## config.mk

```make
export PLATFORM = sky130hd
export DESIGN_NAME = branch_hazard_scoreboard
export DESIGN_NICKNAME = d
export VERILOG_FILES = /design/src/rtl/branch_hazard_scoreboard_pkg.sv /design/src/rtl/branch_hazard_scoreboard_hazard_match.sv /design/src/rtl/branch_hazard_scoreboard.sv
export SDC_FILE = /design/constraint.sdc
export NUM_CORES = 1
export LEC_CHECK = 0
export ABC_AREA = 1
export BUFFER_PORTS_ARGS = -buffer_cell sky130_fd_sc_hd__clkbuf_2
export CAP_MARGIN = 10
export CORE_MARGIN = 3
export CORE_UTILIZATION = 53
export DETAILED_ROUTE_END_ITERATION = 10
export PLACE_DENSITY = 0.75
export SLEW_MARGIN = 20
export SYNTH_ARGS = -nofsm -noshare
export SYNTH_HDL_FRONTEND = slang
export SYNTH_HIERARCHICAL = 1
export SYNTH_SLANG_ARGS = --single-unit
```

## constraint.sdc

```tcl
create_clock -name i_Clock -period 2.5 [get_ports i_Clock]
set_input_delay 0.5 -clock i_Clock [delete_from_list [all_inputs] [get_ports i_Clock]]
set_output_delay 0.5 -clock i_Clock [all_outputs]
set_load 0.01 [all_outputs]
```

## src/rtl/branch_hazard_scoreboard_pkg.sv

```systemverilog
// Shared core package: pipe tracking entry and register address sizing.
// The forwarding controllers use the same entry type, so the address field
// is sized for the widest register file in the core (ENTRY_ADDR_W). Narrower
// register addresses are zero-extended into it.
package branch_hazard_scoreboard_pkg;

  localparam int REG_WIDTH_DEFAULT = 5;
  localparam int ENTRY_ADDR_W      = 8;
  localparam int NUM_STAGES        = 3;   // index 0 = EX, 1 = MEM, 2 = WB
  localparam int NUM_OPERANDS      = 2;   // index 0 = RS1, 1 = RS2

  typedef struct packed {
    logic                    valid;
    logic [ENTRY_ADDR_W-1:0] addr;
    logic                    is_load;
  } pipe_entry_t;

  localparam pipe_entry_t BUBBLE = '0;

endpackage

```

## src/rtl/branch_hazard_scoreboard_hazard_match.sv

```systemverilog
// hazard_match: compares one ID source operand against one tracked entry.
//   entry        : tracked producer (valid/addr/is_load)
//   operand      : ID source register address (zero-extended)
//   operand_used : the instruction actually reads this operand
//   match        : operand depends on this entry's result
//   match_load   : match and the producer is a load
module hazard_match
  import branch_hazard_scoreboard_pkg::*;
(
  input  pipe_entry_t             entry,
  input  logic [ENTRY_ADDR_W-1:0] operand,
  input  logic                    operand_used,
  output logic                    match,
  output logic                    match_load
);

  // x0 is hardwired zero, so it never carries a dependency.
  assign match      = operand_used && entry.valid && (operand != '0) &&
                      (entry.addr == operand);
  assign match_load = match && entry.is_load;

endmodule

```

## src/rtl/branch_hazard_scoreboard.sv

```systemverilog
// branch_hazard_scoreboard: tracks destination registers in EX/MEM/WB and
// raises a stall for the ID instruction when forwarding cannot cover it.
//   i_Clock, i_Reset (async, active-high)
//   i_Hold           : freeze all state
//   i_Flush          : ID instruction is squashed into a bubble
//   i_Inst*          : ID instruction sources, destination and kind
//   o_Stall          : hold PC and IF/ID, bubble into ID/EX
//   o_StallCount     : saturating count of stall cycles
module branch_hazard_scoreboard
  import branch_hazard_scoreboard_pkg::*;
#(
  parameter int REG_WIDTH = REG_WIDTH_DEFAULT
) (
  input  logic                 i_Clock,
  input  logic                 i_Reset,
  input  logic                 i_Hold,
  input  logic                 i_Flush,
  input  logic                 i_InstValid,
  input  logic [REG_WIDTH-1:0] i_InstRS1,
  input  logic [REG_WIDTH-1:0] i_InstRS2,
  input  logic                 i_InstUsesRS2,
  input  logic                 i_InstIsBranch,
  input  logic [REG_WIDTH-1:0] i_InstRegWrAddr,
  input  logic                 i_InstRegWrEnable,
  input  logic                 i_InstIsLoad,
  output logic                 o_Stall,
  output logic [31:0]          o_StallCount
);

  pipe_entry_t [NUM_STAGES-1:0]                     pipe_q;
  pipe_entry_t                                      id_entry;
  logic [NUM_OPERANDS-1:0][ENTRY_ADDR_W-1:0]        op_addr;
  logic [NUM_OPERANDS-1:0]                          op_used;
  logic [NUM_STAGES-1:0][NUM_OPERANDS-1:0]          match;
  logic [NUM_STAGES-1:0][NUM_OPERANDS-1:0]          match_load;
  logic                                             issue;
  logic [ENTRY_ADDR_W-1:0]                          wr_addr;

  assign op_addr[0] = ENTRY_ADDR_W'(i_InstRS1);
  assign op_addr[1] = ENTRY_ADDR_W'(i_InstRS2);
  assign op_used[0] = 1'b1;
  assign op_used[1] = i_InstUsesRS2;
  assign wr_addr    = ENTRY_ADDR_W'(i_InstRegWrAddr);

  for (genvar s = 0; s < NUM_STAGES; s++) begin : g_stage
    for (genvar o = 0; o < NUM_OPERANDS; o++) begin : g_op
      hazard_match u_match (
        .entry        (pipe_q[s]),
        .operand      (op_addr[o]),
        .operand_used (op_used[o]),
        .match        (match[s][o]),
        .match_load   (match_load[s][o])
      );
    end
  end

  // MEM non-load and WB hits are resolved by forwarding, so they never stall.
  logic unused_fwd_hits;
  assign unused_fwd_hits = ^{match[1], match[2], match_load[2]};

  // Branches compare in ID, so they need results one stage earlier than
  // ALU operands do: any EX producer, or a load still in MEM, blocks them.
  always_comb begin
    o_Stall = 1'b0;
    if (i_InstValid && !i_Flush) begin
      if (i_InstIsBranch) o_Stall = (|match[0]) || (|match_load[1]);
      else                o_Stall = |match_load[0];
    end
  end

  assign issue = i_InstValid && !o_Stall && !i_Flush;

  always_comb begin
    id_entry = BUBBLE;
    if (issue && i_InstRegWrEnable && (wr_addr != '0)) begin
      id_entry.valid   = 1'b1;
      id_entry.addr    = wr_addr;
      id_entry.is_load = i_InstIsLoad;
    end
  end

  always_ff @(posedge i_Clock or posedge i_Reset) begin
    if (i_Reset) begin
      pipe_q       <= '0;
      o_StallCount <= '0;
    end else if (!i_Hold) begin
      pipe_q[0] <= id_entry;
      pipe_q[1] <= pipe_q[0];
      pipe_q[2] <= pipe_q[1];
      if (o_Stall && (o_StallCount != '1)) o_StallCount <= o_StallCount + 32'd1;
    end
  end

endmodule

```

==> metrics.md, run 1 <==
| Metric | Value |
|---|---|
| Combinational fraction of design power | `15.2%` |
| H-Tree Depth | `2` |
| Hold Crit Class | `in -> async` |
| CP Launch Type | `register` |
| Total of max-cap violations | `0` |
| Period Utilization, post-route | `a little over 90%` |
| Critical path data arrival time | `1.78 ns` |
| Setup CP Type | `reg -> out` |
| Worst-skew pair later-pin latency | `0.30 ns` |
| Largest net degree at the start of global routing | `35` |
| Hold Buf Count CTS | `0` |
| Drt initial violations | `137` |
| Post-DP HPWL | `7.19 mm` |
| Core ar. | `6460 µm²` |
| Post-Place Worst Slack | `0.143 ns` |
| # IOs | `between 50 and 60` |
| Antenna viol nets, final | `0` |
| Synth Cell Area | `3580 µm²` |
| Clock power frac | `34.5%` |
| First-pass iteration count of the detailed router | `5` |
| Num CTS Buffers | `5` |
| Status | `completed` |
| Final worst slack | `0.215 ns` |
| Vias | `around 3700` |
| Layout cells sized above 1 | `12.5%` |
| Synthesized area per cell | `5.84 µm²` |
| Initial antenna violation count | `0` |
| Post-layout nets | `758` |
| Slew Viols, Final | `0` |
| CP peak stage delay | `between 0.4 and 0.5 ns` |
| Worst reg2reg path startpoint | `pipe_q[2]$_DFFE_PP0N_` |
| Die area | `7790 µm²` |
| Finished Layout Cells | `811` |
| # fillers | `671` |
| Die Wd | `just under 90 µm` |
| Std-Cell Rows | `29` |
| Largest fanout on the critical path | `6` |
| Leak | `2.29 nW` |
| Drt drc | `0` |
| Slowest CP cell | `dfrtp_1` |
| Pint | `1.15 mW` |
| Final hold violation count | `0` |
| Number of global-route vias before repair | `3399` |
| Setup Viol. Count Final | `0` |
| Post-DR wirelength/cell | `11.0 µm` |
| VDD IR max | `0.273 mV` |
| CTS clock-pin slew for the worst setup and hold paths | `0.09 ns` |
| Crit-path cells | `inv_1 > nand2_1 > nand2_1 > inv_1 > nand2_1 > nor2_2 > nand3_2 > nor2_2 > nor2_1 > nand2_1 > nand3_1 > inv_1 > clkbuf_2` |
| Clock buffer depth | `2` |
| Reg2reg end | `o_StallCount[10]$_DFFE_PP0P_` |
| Final core utilization | `66.2%` |
| Top cell by count, worst path | `nand2_1` |
| CTS tree | `yes` |
| R2R cell count | `16` |
| Yosys warns | `6` |
| Antenna diode instance count | `0` |
| WL final | `8.91 mm` |
| Cells after Synth | `just over 600` |
| First-pass GRT wire length | `between 15 and 20 mm` |
| Post-cts gate resize count | `0` |
| CTS Sinks | `46` |
| Switch Pwr | `approximately 0.43 mW` |
| R2R setup slack | `approximately 0.32 ns` |
| Final min period | `2.28 ns` |
| IO buf count | `between 50 and 60` |
| Pwr Density | `~370 nW/µm²` |
| Net Sw Frac | `27.0%` |
| Die Y | `88.2 µm` |
| Setup Skew | `0.0122 ns` |
| Post-CTS setup buffer count | `0` |
| DR vias/cell | `approximately 4.6` |
| Sequential Power Share | `50.3%` |
| Initial Utilization | `55.5%` |
| Required time worst endpoint | `around 2 ns` |
| RSZ-0062 raised after global routing | `no` |
| Dpl cells | `803` |
| GRT overflow | `0` |
| Crit. End Element | `primary output` |
| CTS Root Cell | `clkbuf_8` |
| Setup TNS | `0 ns` |
| Fmax achieved | `0.438 GHz` |
| Routability Congestion | `between 0.8 and 0.9` |
| All-Layer GR Usage | `roughly 25%` |
| Pwr Total | `1.58 mW` |
| Area Overhead vs Synth | `19.2%` |
per-layer routing:
metal | vias to the layer above | GRT usage, % | part of all wire, %
li1 | 1988 | - | -
met3 | 15 | 3.91 | 3.5
met1 | 1625 | 31.1 | 44
met5 | - | 0 | 0
met4 | 0 | 8.38 | 2.1
met2 | 73 | 44.0 | 50
power by group through the flow:
stage | clock network, mW | registers, mW | logic [mW]
floorplan | 0 | 0.813 | 0.149
global placement | 0 | 0.809 | 0.234
detailed placement | 0 | 0.809 | 0.236
CTS | 0.559 | 0.794 | 0.238
global route | 0.591 | 0.799 | 0.279
finish | 0.545 | 0.794 | 0.241
final cells by class:
type,instances,area [µm²],share of cell area (%)
multi-input cells,546,2330,54.6
flip-flops and latches,46,1150,26.9
repair buffers,60,310,7.26
inverters,74,278,6.50
well taps,77,96.3,2.25
clock buffers,7,76.3,1.79
clock inverters,1,30.0,0.703
sequential cells by signal (all words and copies together) (netlist names):
| register | flops |
|---|---|
| o_StallCount | 32 |
| pipe_q | 14 |
how the worst max path moves through the flow:
stage | slack, ns | cells past startpoint | startpoint | endpoint
finish | 0.22 | 13 | pipe_q[2]$_DFFE_PP0N_ | o_Stall
global route | 0.04 | 16 | pipe_q[2]$_DFFE_PP0N_ | o_StallCount[27]$_DFFE_PP0P_
CTS | 0.21 | 13 | pipe_q[2]$_DFFE_PP0N_ | o_Stall
detailed placement | 0.14 | 16 | i_InstRS2[3] | o_StallCount[11]$_DFFE_PP0P_
global placement | 0.22 | 16 | i_InstRS2[3] | o_StallCount[1]$_DFFE_PP0P_
floorplan | 0.63 | 12 | o_StallCount[0]$_DFFE_PP0P_ | o_StallCount[28]$_DFFE_PP0P_
stage by stage:
| stage | cell area [µm²] | hold slack [ns] |
|---|---|---|
| 2_1_floorplan | 3810 | 0.470 |
| 3_3_place_gp | 4170 | 0.368 |
| 3_5_place_dp | 4170 | 0.371 |
| 4_1_cts | 4270 | 0.0541 |
| 5_1_grt | 4270 | 0.0539 |
| 6_report | 4270 | 0.0528 |
placed cells by master (no fill, tap or decap), types with 2 or more instances in the layout:
cell,n
dfrtp_1,46
xnor2_1,10
nand3_1,10
inv_2,3
clkbuf_8,5
buf_4,4
nor2_1,90
nand2_2,3
clkbuf_1,2
conb_1,62
nand2_1,315
xor2_1,12
inv_1,70
clkbuf_2,56
nand3_2,5
nor2_2,14
o21ai_0,6
nand3b_1,15
critical path, delay by kind of cell (launching register included):
family	cells	cell delay, ns
buffers and inverters	4	0.34
DFF	1	0.48
and+or+nand+nor	9	0.66
Power figures use the tool's default switching activity.
==> run 2, diff against run 1 <==
--- a/config.mk
+++ b/config.mk
@@ -12,6 +12,7 @@
 export CORE_UTILIZATION = 53
 export DETAILED_ROUTE_END_ITERATION = 10
 export PLACE_DENSITY = 0.75
+export RECOVER_POWER = 50
 export SLEW_MARGIN = 20
 export SYNTH_ARGS = -nofsm -noshare
 export SYNTH_HDL_FRONTEND = slang
==> run 2 against run 1 <==
Compared with the run above: final cell count unchanged; clock-buffer cell count unchanged; total power decreased by 0.28%; clock skew fell by 0.00083 ns; die area did not move; non-clock buffer count stayed put; worst hold slack gained 0.029 ns; critical endpoint unchanged; sequential power about the same; critical path type unchanged; critical path depth unchanged; utilization down 0.31 points.
==> metrics.md, run 2 (same netlist as run 1, synthesis figures left out) <==
| Metric | Value |
|---|---|
| CTS Root Cell | `clkbuf_8` |
| Crit. End Element | `primary output` |
| First-pass iteration count of the detailed router | `4` |
| Antenna diode instance count | `0` |
| Worst hold slack | `~0.082 ns` |
| Post-DP HPWL | `~7.2 mm` |
| Number of global-route vias before repair | `between 3000 and 4000` |
| Clock buffer depth | `2` |
| VDD IR max | `0.278 mV` |
| Largest net degree at the start of global routing | `35` |
| Std-Cell Rows | `29` |
| Final worst slack | `0.220 ns` |
| Pwr Total | `1.58 mW` |
| Area of the multi-input gates | `about 2300 µm²` |
| Reg with most FFs | `o_StallCount` |
| IO buf count | `56` |
| Slew Viols, Final | `0` |
| Post-DP Area | `4170 µm²` |
| Setup Viol. Count Final | `0` |
| Fmax achieved | `0.439 GHz` |
| All-Layer GR Usage | `around a quarter` |
| Largest fanout on the critical path | `6` |
| DR vias/cell | `4.57` |
| Total of max-cap violations | `0` |
| Post-layout nets | `758` |
| Antenna viol nets, final | `0` |
| # IOs | `57` |
| # fillers | `between 600 and 700` |
| Max reg flops | `32` |
| Status | `completed` |
| Critical path data arrival time | `1.78 ns` |
| Setup Skew | `between 0.01 and 0.015 ns` |
| Initial Utilization | `55.5%` |
| Worst-skew pair later-pin latency | `0.30 ns` |
| CTS tree | `yes` |
| Vias | `3703` |
| Post-cts gate resize count | `0` |
| Num CTS Buffers | `5` |
| Top flop regs | `o_StallCount (32), pipe_q (14)` |
| Hold Buf Count CTS | `0` |
| Leak | `2.25 nW` |
| Final hold violation count | `0` |
| Final min period | `between 2 and 2.5 ns` |
| Setup TNS | `0 ns` |
| CTS Sinks | `46` |
| Die Wd | `between 80 and 90 µm` |
| Core ar. | `6460 µm²` |
| Area Overhead vs Synth | `18.6%` |
| CP Launch Type | `register` |
| Die Y | `88.2 µm` |
| WL final | `8.94 mm` |
| Layout cells sized above 1 | `10.8%` |
| Pwr Density | `about 370 nW/µm²` |
| Post-CTS setup buffer count | `0` |
| Relative slew slack | `approximately 13%` |
| Hold Crit Class | `in -> async` |
| Die area | `7790 µm²` |
| Most common cell after layout, fill and taps aside | `nand2_1` |
| RSZ-0062 raised after global routing | `no` |
| Drt initial violations | `145` |
| CTS clock-pin slew for the worst setup and hold paths | `0.09 ns` |
| Routability Congestion | `0.891` |
| GRT overflow | `0` |
| Post-DR wirelength/cell | `11.0 µm` |
| Setup CP Type | `reg -> out` |
| Worst-Margin Slew | `1.31 ns` |
| Post-Place Worst Slack | `0.143 ns` |
| Required time worst endpoint | `2.00 ns` |
| Initial antenna violation count | `0` |
| Period Utilization, post-route | `91.2%` |
| H-Tree Depth | `2` |
| Drt drc | `0` |
| First-pass GRT wire length | `~15 mm` |
| Most frequent cells in the layout | `nand2_1 (315), nor2_1 (90), inv_1 (71), conb_1 (62)` |
| Storage cell area | `approximately 1200 µm²` |
| Post-route cell area | `4250 µm²` |
## run 2: cell count changes in the layout (fill, tap and decap cells not counted)
| cell | before | now |
|---|---|---|
| inv_1 | 70 | 71 |
| buf_4 | 4 | 2 |
| clkbuf_2 | 56 | 46 |
| clkbuf_1 | 2 | 14 |
| inv_2 | 3 | 2 |
## run 2: per-stage QoR
step                      util [%]  cells
after floorplan                  -    674
after global placement        64.5    803
after detailed placement      64.5    803
after CTS                     66.2    811
after global routing          65.8    811
final                         65.8    811
## run 2: path summary, 6_finish.rpt
path	depth (start not counted)	startpoint	slack (ns)	to
worst max-delay path	13	pipe_q[2]$_DFFE_PP0N_	0.22	o_Stall
worst min-delay path	2	i_Reset	0.08	o_StallCount[22]$_DFFE_PP0P_
worst max register to register	16	pipe_q[2]$_DFFE_PP0N_	0.32	o_StallCount[11]$_DFFE_PP0P_
worst min register to register	2	pipe_q[10]$_DFFE_PP0N_	0.52	pipe_q[10]$_DFFE_PP0N_
max in group asynchronous	3	i_Reset	0.97	pipe_q[13]$_DFFE_PP0N_
min in group i_Clock	3	i_InstRegWrAddr[1]	0.41	pipe_q[2]$_DFFE_PP0N_
## run 2: metal layers
layer	wire length [µm]	track usage [%]
met3	362	3.91
met1	3940	31.1
met5	0	0
met2	4450	44.0
met4	184	8.38
## run 2: cell type report
type	instances	share of cell area, %
timing repair buffer	60	6.83
clock buffer	7	1.79
multi-input combinational	546	54.8
tap	77	2.27
clock inverter	1	0.706
sequential	46	27.1
inverter	74	6.53
## run 2: power breakdown
| group | total (mW) | internal (mW) | leakage, nW | switching, mW |
|---|---|---|---|---|
| registers | 0.794 | 0.765 | 0.637 | 0.0292 |
| clock network | 0.544 | 0.299 | 0.0524 | 0.245 |
| logic | 0.237 | 0.0849 | 1.56 | 0.152 |
| total | 1.58 | 1.15 | 2.25 | 0.426 |
## run 2: worst max-delay path: stages, from the launching register on
cell      delay [ns]
dfrtp_1         0.48
inv_1           0.07
nand2_1         0.06
nand2_1         0.05
inv_1           0.05
nand2_1         0.05
nor2_2          0.12
nand3_2         0.08
nor2_2          0.08
nor2_1          0.05
nand2_1         0.06
nand3_1         0.11
inv_1           0.09
clkbuf_2        0.13
==> run 3, diff against run 2 <==
==> constraint.sdc (replaced) <==
create_clock -name i_Clock -period 2.88 [get_ports i_Clock]
set_input_delay 0.576 -clock i_Clock [delete_from_list [all_inputs] [get_ports i_Clock]]
set_output_delay 0.576 -clock i_Clock [all_outputs]
set_load 0.01 [all_outputs]
==> run 3 against run 2 <==
Compared with the run above: the run now ends with max-capacitance violations, max-slew violations left; setup slack better by 0.31 ns; clock skew hardly changed; sequential cell count stayed put; largest power group unchanged; wire length is 1.4% higher; clock-buffer cell count stayed put; register-to-register slack better by 0.34 ns; sequential share of layout area hardly changed; die area stayed put.
==> metrics.md, run 3 (same netlist as run 1, synthesis figures left out) <==
| Metric | Value |
|---|---|
| Status | `finished with violations` |
| Failing checks | `max-capacitance violations, max-slew violations` |
| Most common cell after layout, fill and taps aside | `nand2_1` |
| First-pass GRT wire length | `between 15 and 20 mm` |
| Fmax achieved | `0.426 GHz` |
| Post-DR wirelength/cell | `11.2 µm` |
| Post-DP Area | `~4200 µm²` |
| Setup CP Type | `reg -> out` |
| Worst-Margin Slew | `1.72 ns` |
| Critical path data arrival time | `around 1.8 ns` |
| CTS Root Cell | `clkbuf_8` |
| Drt initial violations | `209` |
| Largest net degree at the start of global routing | `47` |
| Final core utilization | `65.7%` |
| Max reg flops | `32` |
| CP peak stage delay | `0.49 ns` |
| Number of global-route vias before repair | `3483` |
| Post-DP HPWL | `7.15 mm` |
| Worst-skew pair later-pin latency | `0.30 ns` |
| VDD IR max | `0.335 mV` |
| Final hold violation count | `0` |
| Crit. End Element | `primary output` |
| Core ar. | `6460 µm²` |
| Post-cts gate resize count | `0` |
| # IOs | `57` |
| Top cell by count, worst path | `nand2_1` |
| Crit-path cells | `inv_1 > nand2_1 > nand2_1 > inv_1 > nand2_1 > nor2_2 > nand3_2 > nor2_2 > nor2_1 > nand2_1 > nand3_1 > inv_1 > clkbuf_2` |
| Final min period | `2.35 ns` |
| Switch Pwr | `between 0.3 and 0.4 mW` |
| Dpl cells | `between 800 and 900` |
| Required time worst endpoint | `2.30 ns` |
| Hold Crit Class | `in -> reg` |
| # fillers | `between 600 and 700` |
| Initial antenna violation count | `0` |
| Area of the multi-input gates | `2330 µm²` |
| Hold Buf Count CTS | `0` |
| Antenna viol nets, final | `0` |
| IO buf count | `56` |
| Relative slew slack | `-14.6%` |
| CTS clock-pin slew for the worst setup and hold paths | `0.09 ns` |
| Drt drc | `0` |
| Setup Skew | `0.0116 ns` |
| Slowest CP cell | `dfrtp_1` |
| Post-layout nets | `756` |
| Net Sw Frac | `27.1%` |
| DR vias/cell | `4.66` |
| Std-Cell Rows | `29` |
| WL final | `9.06 mm` |
| Area Overhead vs Synth | `18.4%` |
| Clock buffer depth | `2` |
| Period Utilization, post-route | `81.6%` |
| Antenna diode instance count | `0` |
| Die Y | `88.2 µm` |
| Post-route cell area | `between 4000 and 5000 µm²` |
| Most frequent cells in the layout | `nand2_1 (315), nor2_1 (90), inv_1 (71), conb_1 (62)` |
| Top flop regs | `o_StallCount (32), pipe_q (14)` |
| CTS Sinks | `46` |
| H-Tree Depth | `2` |
| Routability Congestion | `slightly below 0.9` |
| Die area | `7790 µm²` |
| Clock power frac | `about a third` |
| Largest fanout on the critical path | `6` |
| Layout cells sized above 1 | `10.8%` |
| Num CTS Buffers | `5` |
| Vias | `3772` |
| Pint | `0.997 mW` |
| Slew Viols, Final | `between 40 and 50` |
| Initial Utilization | `55.5%` |
| First-pass iteration count of the detailed router | `5` |
| CP Launch Type | `register` |
| Post-Place Worst Slack | `~0.43 ns` |
| Post-CTS setup buffer count | `0` |
| All-Layer GR Usage | `25.1%` |
| Sequential Power Share | `50.4%` |
| Combinational fraction of design power | `14.9%` |
| Storage cell area | `1150 µm²` |
| Setup TNS | `0 ns` |
| R2R setup slack | `between 0.6 and 0.7 ns` |
| Finished Layout Cells | `between 800 and 900` |
| Leak | `around 2.2 nW` |
| Setup Viol. Count Final | `0` |
| Final worst slack | `0.531 ns` |
| Reg with most FFs | `o_StallCount` |
| GRT overflow | `0` |
| RSZ-0062 raised after global routing | `no` |
| CTS tree | `yes` |
| Pwr Density | `322 nW/µm²` |
| Die Wd | `88.2 µm` |
| Total of max-cap violations | `1` |
## run 3: power by group through the flow
stage          Clock (mW)  Sequential, mW  Combinational, mW
2_1_floorplan           0           0.705              0.130
3_3_place_gp            0           0.702              0.200
3_5_place_dp            0           0.702              0.202
4_1_cts             0.488           0.689              0.203
5_1_grt             0.510           0.693              0.240
6_report            0.474           0.690              0.204
## run 3: final cells by class
cell class / count / share of cell area, %
sequential: 46 / 27.1
inverter: 74 / 6.54
clock inverter: 1 / 0.707
clock buffer: 7 / 1.80
timing repair buffer: 58 / 6.66
multi-input combinational: 546 / 54.9
tap: 77 / 2.27
## run 3: worst paths after layout
kind / endpoint / startpoint / depth (start not counted)
min: pipe_q[0]$_DFFE_PP0N_ / i_InstIsLoad / 3
max: o_Stall / pipe_q[2]$_DFFE_PP0N_ / 13
min reg2reg: pipe_q[10]$_DFFE_PP0N_ / pipe_q[10]$_DFFE_PP0N_ / 2
max in group asynchronous: o_StallCount[24]$_DFFE_PP0P_ / i_Reset / 2
max reg2reg: o_StallCount[16]$_DFFE_PP0P_ / pipe_q[2]$_DFFE_PP0N_ / 16
min in group asynchronous: o_StallCount[30]$_DFFE_PP0P_ / i_Reset / 2
## run 3: metal layers
| metal | part of all wire [%] | up-vias | wire length, µm | GRT usage (%) |
|---|---|---|---|---|
| met3 | 4.7 | 12 | 422 | 2.79 |
| met1 | 43 | 1670 | 3900 | 31.8 |
| met5 | 0 | - | 0 | 0 |
| met2 | 50 | 96 | 4570 | 45.1 |
| met4 | 1.8 | 0 | 161 | 7.14 |
| li1 | - | 1994 | - | - |
## run 3: critical path: cells and delay by family (launching register included)
| family | cells | cell delay [ns] |
|---|---|---|
| buffers and inverters | 4 | 0.33 |
| DFF | 1 | 0.49 |
| and+or+nand+nor | 9 | 0.67 |
## run 3: metrics by stage
| stage | hold slack, ns | power (mW) |
|---|---|---|
| 2_1_floorplan | 0.470 | 0.835 |
| 3_3_place_gp | 0.490 | 0.903 |
| 3_5_place_dp | 0.493 | 0.903 |
| 4_1_cts | 0.479 | 1.38 |
| 5_1_grt | 0.492 | 1.44 |
| 6_report | 0.486 | 1.37 |
